===== src/rtl/kyber_msg_compress.sv =====
// Kyber decrypt message stage: applies Compress_q(x,1) to each incoming coefficient
// and packs the 256 message bits LSB-first into sixteen 16-bit words.
module kyber_msg_compress (
    input  logic        clk,
    input  logic        reset,
    input  logic        start,
    input  logic [15:0] coef_in,
    input  logic        coef_valid,
    output logic [15:0] word_out,
    output logic        word_valid,
    output logic [3:0]  word_idx,
    output logic        busy,
    output logic        done,
    output logic        err_range
);

    localparam int unsigned Q       = 3329;
    localparam int unsigned N_COEF  = 256;
    localparam int unsigned WORD_W  = 16;
    localparam int unsigned N_WORDS = N_COEF / WORD_W;
    localparam int unsigned CNT_W   = $clog2(N_COEF);
    localparam int unsigned BIT_W   = $clog2(WORD_W);
    localparam int unsigned IDX_W   = $clog2(N_WORDS);

    // Compress_q(x,1) is 1 exactly on the closed interval [ceil(Q/4), floor(3Q/4)].
    localparam logic [15:0] Q_C   = 16'(Q);
    localparam logic [15:0] Q2_C  = 16'(2 * Q);
    localparam logic [15:0] LO_C  = 16'((Q + 3) / 4);
    localparam logic [15:0] HI_C  = 16'((3 * Q) / 4);

    typedef enum logic [1:0] {
        IDLE    = 2'd0,
        COLLECT = 2'd1,
        DRAIN   = 2'd2
    } state_t;

    state_t             state_q;
    logic [CNT_W-1:0]   cnt_q;
    logic [CNT_W-1:0]   cnt_d;
    logic               busy_q;
    logic               err_q;

    logic               bit_q;
    logic               bit_vld_q;
    logic [CNT_W-1:0]   bit_idx_q;
    logic [WORD_W-2:0]  pack_q;
    logic [WORD_W-1:0]  pack_d;

    logic [WORD_W-1:0]  word_q;
    logic               word_valid_q;
    logic [IDX_W-1:0]   word_idx_q;
    logic               done_q;

    logic               accept_c;
    logic               range_err_c;
    logic [15:0]        red_c;
    logic               bit_c;
    logic               word_last_c;

    // Single conditional subtract; inputs >= 2Q are flagged but still processed.
    always_comb begin
        accept_c    = (state_q == COLLECT) && coef_valid;
        range_err_c = (coef_in >= Q2_C);
        red_c       = (coef_in >= Q_C) ? 16'(coef_in - Q_C) : coef_in;
        bit_c       = (red_c >= LO_C) && (red_c <= HI_C);
        cnt_d       = CNT_W'(cnt_q + 1'b1);
        pack_d      = {bit_q, pack_q};
        word_last_c = &bit_idx_q[BIT_W-1:0];
    end

    always_ff @(posedge clk or posedge reset) begin
        if (reset) begin
            state_q      <= IDLE;
            cnt_q        <= '0;
            busy_q       <= 1'b0;
            err_q        <= 1'b0;
            bit_q        <= 1'b0;
            bit_vld_q    <= 1'b0;
            bit_idx_q    <= '0;
            pack_q       <= '0;
            word_q       <= '0;
            word_valid_q <= 1'b0;
            word_idx_q   <= '0;
            done_q       <= 1'b0;
        end else begin
            word_valid_q <= 1'b0;
            done_q       <= 1'b0;

            case (state_q)
                IDLE: begin
                    if (start) begin
                        state_q <= COLLECT;
                        busy_q  <= 1'b1;
                        err_q   <= 1'b0;
                        cnt_q   <= '0;
                    end
                end
                COLLECT: begin
                    if (accept_c) begin
                        cnt_q <= cnt_d;
                        if (cnt_q == CNT_W'(N_COEF - 1)) begin
                            state_q <= DRAIN;
                        end
                    end
                end
                DRAIN: begin
                    // Leave once the final word has been presented with done.
                    if (done_q) begin
                        state_q <= IDLE;
                        busy_q  <= 1'b0;
                    end
                end
                default: begin
                    state_q <= IDLE;
                    busy_q  <= 1'b0;
                end
            endcase

            if (accept_c && range_err_c) begin
                err_q <= 1'b1;
            end

            // Stage 1: registered message bit and its coefficient index.
            bit_vld_q <= accept_c;
            if (accept_c) begin
                bit_q     <= bit_c;
                bit_idx_q <= cnt_q;
            end

            // Stage 2: shift into the packer; publish on the 16th bit of a word.
            if (bit_vld_q) begin
                pack_q <= pack_d[WORD_W-1:1];
                if (word_last_c) begin
                    word_q       <= pack_d;
                    word_valid_q <= 1'b1;
                    word_idx_q   <= bit_idx_q[CNT_W-1:BIT_W];
                    done_q       <= &bit_idx_q;
                end
            end
        end
    end

    assign word_out   = word_q;
    assign word_valid = word_valid_q;
    assign word_idx   = word_idx_q;
    assign busy       = busy_q;
    assign done       = done_q;
    assign err_range  = err_q;

endmodule


===== config.mk =====
export PLATFORM = sky130hd
export DESIGN_NAME = kyber_msg_compress
export DESIGN_NICKNAME = d
export VERILOG_FILES = /design/src/rtl/kyber_msg_compress.sv
export SDC_FILE = /design/constraint.sdc
export NUM_CORES = 1
export LEC_CHECK = 0
export CORE_MARGIN = 2
export CORE_UTILIZATION = 58
export DETAILED_ROUTE_END_ITERATION = 6
export PLACE_DENSITY = 0.9
export RECOVER_POWER = 50
export SLEW_MARGIN = 0
export SYNTH_ARGS = -nofsm -noshare
export SYNTH_HDL_FRONTEND = slang
export SYNTH_SLANG_ARGS = --single-unit

===== constraint.sdc =====
create_clock -name clk -period 5.35 [get_ports clk]
set_clock_uncertainty 0.05 [all_clocks]
set_input_delay 1.605 -clock clk [delete_from_list [all_inputs] [get_ports clk]]
set_output_delay 1.605 -clock clk [all_outputs]
set_load 0.01 [all_outputs]

## After elaboration in Yosys (flattened, before gate mapping)

Index checks and enable logic that the tools add are counted.

- Register bits after elaboration: 59
- Input bits: 20
- Word-level logic and storage cells: 59

- Add/sub/neg operators: 2
- Order comparisons: 4
- Equal/unequal tests: 7
- Multiplexer cells: 19
- Bitwise operators: 1
- Reduce and logical (&&, ||, !) cells: 14

Operator list:

| cell | count |
|---|---|
| greater-or-equal comparator 16 x 10 -> 1 bit (second input constant) | 1 |
| greater-or-equal comparator 16 x 12 -> 1 bit (second input constant) | 1 |
| greater-or-equal comparator 16 x 13 -> 1 bit (second input constant) | 1 |
| less-or-equal comparator 16 x 12 -> 1 bit (second input constant) | 1 |
| 2-to-1 mux 16 bit | 1 |
| 2-to-1 mux 8 bit | 2 |
| one-hot mux 8 bit (2 select lines) | 1 |
| subtractor 16 x 12 -> 16 bit (second input constant) | 1 |
| 2-to-1 mux 1 bit | 9 |
| adder 8 x 1 -> 8 bit (second input constant) | 1 |
| == test 8 bit (second input constant) | 1 |
| 2-to-1 mux 2 bit | 4 |
| AND reduction 4 bit | 2 |
| AND reduction 8 bit | 1 |
| != test 2 bit (second input constant) | 3 |
| one-hot mux 2 bit (3 select lines) | 1 |
| AND reduction 3 bit | 2 |
| nonzero test 2 bit | 3 |
| AND reduction 5 bit | 1 |
| logical AND 1 bit | 3 |
| one-hot mux 1 bit (3 select lines) | 1 |
| == test 2 x 1 -> 1 bit (second input constant) | 1 |
| == test 2 bit (second input constant) | 1 |
| zero test 2 bit | 1 |
| 3 further kinds | 3 |

## Longest topological paths before layout

- Word-level depth: 5
- Gate-level depth with buffers: 9
- Mapped depth without buffers: 9

## Least setup slack after synthesis

Ideal clock, no wire load.

- Path kind: input port to flip-flop
- Start: input coef_in[11]
- End: register bit_q
- Arrival time: 3.259 ns
- Required time: 5.213 ns
- Setup slack: 1.954 ns
- Stages: 8
- Cell sequence: clkbuf_1 > nand4b_1 > a41oi_4 > o211a_1 > a211oi_1 > o31a_1 > a211o_1 > a22oi_1

- Cells in the longest elaborated chain, start to end: 4
- Elaborated cells on any way between the ends: 6
- Classes of those cells: add/sub: 1; order compare: 3; mux: 1; reduce/logical: 1

Ends and longest elaborated chain:

| item | line | RTL |
|---|---|---|
| from (decl) | 7 | `input logic [15:0] coef_in,` |
| subtractor 16 x 12 -> 16 bit / greater-or-equal comparator 16 x 12 -> 1 bit (equally long branches) | 64 | `red_c = (coef_in >= Q_C) ? 16'(coef_in - Q_C) : coef_in;` |
| 2-to-1 mux 16 bit (*) | 64 |  |
| greater-or-equal comparator 16 x 10 -> 1 bit / less-or-equal comparator 16 x 12 -> 1 bit (equally long branches) | 65 | `bit_c = (red_c >= LO_C) && (red_c <= HI_C);` |
| logical AND 1 bit (*) | 65 |  |
| to (signal assigned) | 126 | `bit_q <= bit_c;` |
| to (decl) | 43 | `logic bit_q;` |

Every way passes the cells marked *; elsewhere a longest branch is shown, timed or not.
A chain may end at the register's enable or synchronous reset.

## Worst setup path after layout

- Start: input coef_valid
- End: register cnt_q[7]

- Cells in the longest elaborated chain, start to end: 3

Ends and longest elaborated chain:

| item | line | RTL |
|---|---|---|
| from (decl) | 8 | `input logic coef_valid,` |
| logical AND 1 bit | 62 | `accept_c = (state_q == COLLECT) && coef_valid;` |
| != test 2 bit (no source line) | -- |  |
| AND reduction 3 bit (no source line) | -- |  |
| to (signal assigned) | 100 | `cnt_q <= cnt_d;` |
| to (decl) | 38 | `logic [CNT_W-1:0] cnt_q;` |

No other way between the ends.

==> results.txt <==
Clock Sinks: 59
Yosys warns: 0
Initial Utilization: 60.2%
LEAKAGE: 1.69 nW
Post-Route WL: 5990 microns
# nets final: 370
Netlist cell types: 50
Worst slew pin tran: 1670 ps
Worst-path cell chain: dlygate4sd3_1 > nand2_1 > or2_0 > inv_1 > nand4_1 > or3_1 > a21oi_1
Min-Delay Path Class: flip-flop to flip-flop
Sequential area share after synthesis: 51.6%
Routed vias/inst: 5.63
Worst setup path category: primary input to flip-flop
Post-Syn Instances: 304
Crit-path max cell delay: 600 ps
Antenna Nets Post-Route: 0
Slew HR: -11.6%
Die area: 0.00551 sq mm
Die X: 74.3 microns
# H-tree levels: 3
Crit Path Max Fanout: 17
Post-CTS Setup Inserts: 0
Pre-CTS WS: 1240 ps
First-pass GRT wire length: 9700 microns
ANT cells: 0
Max Freq: 0.258 GHz
Failing checks: max-capacitance violations, max-slew violations
Vias in the first global route: 2,142
Critical Path RT: 5550 ps
GRT overflow: 0
M3 GR Usage: 8.27%
Placed cell count: 402
Mean Syn Cell Area: 9.42 sq um
Pint: 815 uW
Dominant synthesized flop cell: dfrtp_1
Ranking of synthesized cells by area: dfrtp_1 (52%), nand2_1 (12%), mux2_2 (6.3%), nor2_1 (2.4%), xnor2_1 (1.8%)
Placeable Area: 0.00475 sq mm
IO Pins: 44
Reg area: 0.00148 sq mm
Clock buffer depth: 2
Crit end category: flip-flop
Layout fillers: 358
Share of Yosys cell area claimed by the top area cell type: 51.6%
Met1 Track Usage GR: 29.3%
Clock latency at the later pin of the worst-skew pair: 330 ps
DRC viols: 0
Minimum clock period: 3870 ps
Post-CTS resize count: 0
Multi-input gate area: 0.00130 sq mm
Psw: 286 uW
Die H: 74.3 microns
EDFF count, synth: 0
Setup ws final: 1480 ps
Vias: 2,346
Share of total power in the clock network: 38.8%
Setup_tns: 0 ps
Post-Synthesis Cell Area: 0.00286 sq mm
# setup viols final: 0
Switching Fraction: 26.0%
Max cap viols: 1
FP Rows: 25
RSZ-0062 raised after global routing: no
Synth area leader: dfrtp_1
Peak VDD IR: 164 uV
GR Layer Usage met2: 38.6%
Comb pwr share: 12.8%
Slowest-stage cell, CP: dlygate4sd3_1
Post-synth top cells: nand2_1 (95), dfrtp_1 (59), nor2_1 (18)
Fin. max-slew vios: 47
Count leader, synth: nand2_1
Flop pwr share: 48.5%
Pwr Total: 1.10 mW
Area growth syn-to-layout: 23.6%
DP Wirelength: 4020 microns
Initial antenna violation count: 0
1st-iter DRT viols: 125
Share of synthesized registers carrying an async set or reset: 100%
Pin count of the biggest net entering global routing: 47
Cts bufs inserted: 9
Layout cells sized above 1: 10.3%
Crit start category: primary input
Busiest grt layer: met2
Post-route insts no fill: 417
CTS Hold Buffers Added: 0
CP arrival: 4080 ps
#FFs+latches synth: 59
GRT Overall Usage: 23.9%
CTS clk-pin slew, worst paths: 70 ps
WL/cell: 14.4 microns
PortBufs: 43
CTS tree: yes
Clock Root Buffer: clkbuf_8
PwrDens: 311 mW/mm^2
Status: finished with violations
Final RePlAce weighted congestion: 0.912
Mapped Nets: 328
DRT Pass-1 Iters: 4
Fin crit share: 72.4%
Final hold vios: 0
## layout by cell type (no fill, tap or decap), drive strengths merged, types with 6 or more instances in the layout
cell	count
dfrtp	59
o21ai	8
nand3	6
a21oi	10
clkdlybuf4s50	41
xnor2	6
nand2	96
inv	10
clkbuf	11
nor2	19
mux2	16
## per-layer routing
layer / wire length (microns) / vias to the layer above
li1: - / 1123
met1: 2590 / 1125
met2: 2980 / 81
met3: 281 / 17
met4: 144 / 0
met5: 0 / -
## through the flow
step	area, sq um	util [%]	hold slack [ps]
6_report	3540	74.4	422
5_1_grt	3540	74.4	439
4_1_cts	3540	74.5	420
3_5_place_dp	3340	70.2	404
3_3_place_gp	3340	70.2	399
2_1_floorplan	2860	-	385
## worst max-delay path, delay by kind of cell
kind	cells	cell delay, ps
compound gates	1	150
buf+inv	2	1040
simple gates	4	1280
## registers in the layout (all words and copies together) (netlist names)
name        count
word_out       16
pack_q         15
bit_idx_q       8
cnt_q           8
word_idx        4
state_q         2
bit_q           1
bit_vld_q       1
busy            1
done            1
err_range       1
word_valid      1
## cells by family (layout without fill, tap and decap cells)
| family | Yosys count | after routing | synth area share, % |
|---|---|---|---|
| and+or+nand+nor | 147 | 147 | 23.0 |
| muxes | 16 | 16 | 6.29 |
| DFF | 59 | 59 | 51.6 |
| AOI/OAI and AO/OA | 46 | 46 | 11.6 |
| xor gates and xnor gates | 9 | 9 | 2.75 |
| adders and majority gates | 4 | 4 | 1.75 |
| buffers and inverters | 23 | 69 | 3.02 |
## power groups by stage
stage / logic [mW] / registers (mW) / clock network, mW
6_report: 0.141 / 0.533 / 0.427
4_1_cts: 0.142 / 0.532 / 0.432
2_1_floorplan: 0.0932 / 0.528 / 0
3_3_place_gp: 0.135 / 0.536 / 0
3_5_place_dp: 0.140 / 0.539 / 0
5_1_grt: 0.159 / 0.539 / 0.455
## final timing paths
| path | start | to | slack (ps) | depth (start not counted) |
|---|---|---|---|---|
| hold / removal | pack_q[0] | word_out[0] | 420 | 2 |
| setup / recovery | coef_valid | cnt_q[7] | 1480 | 7 |
| setup reg to reg | bit_vld_q | word_out[13] | 2650 | 5 |
| max in group asynchronous | reset | busy | 1700 | 3 |
| min in group asynchronous | reset | bit_q | 2190 | 2 |
| hold reg to reg | pack_q[0] | word_out[0] | 420 | 2 |
## layout make-up
| cell class | instances | share of cell area (%) |
|---|---|---|
| clock buffers | 10 | 3.61 |
| multi-input cells | 222 | 36.7 |
| repair buffers | 44 | 12.3 |
| well taps | 67 | 2.37 |
| clock inverters | 5 | 2.23 |
| flip-flops and latches | 59 | 41.7 |
| inverters | 10 | 1.06 |
(Power assumes the default switching activity.)
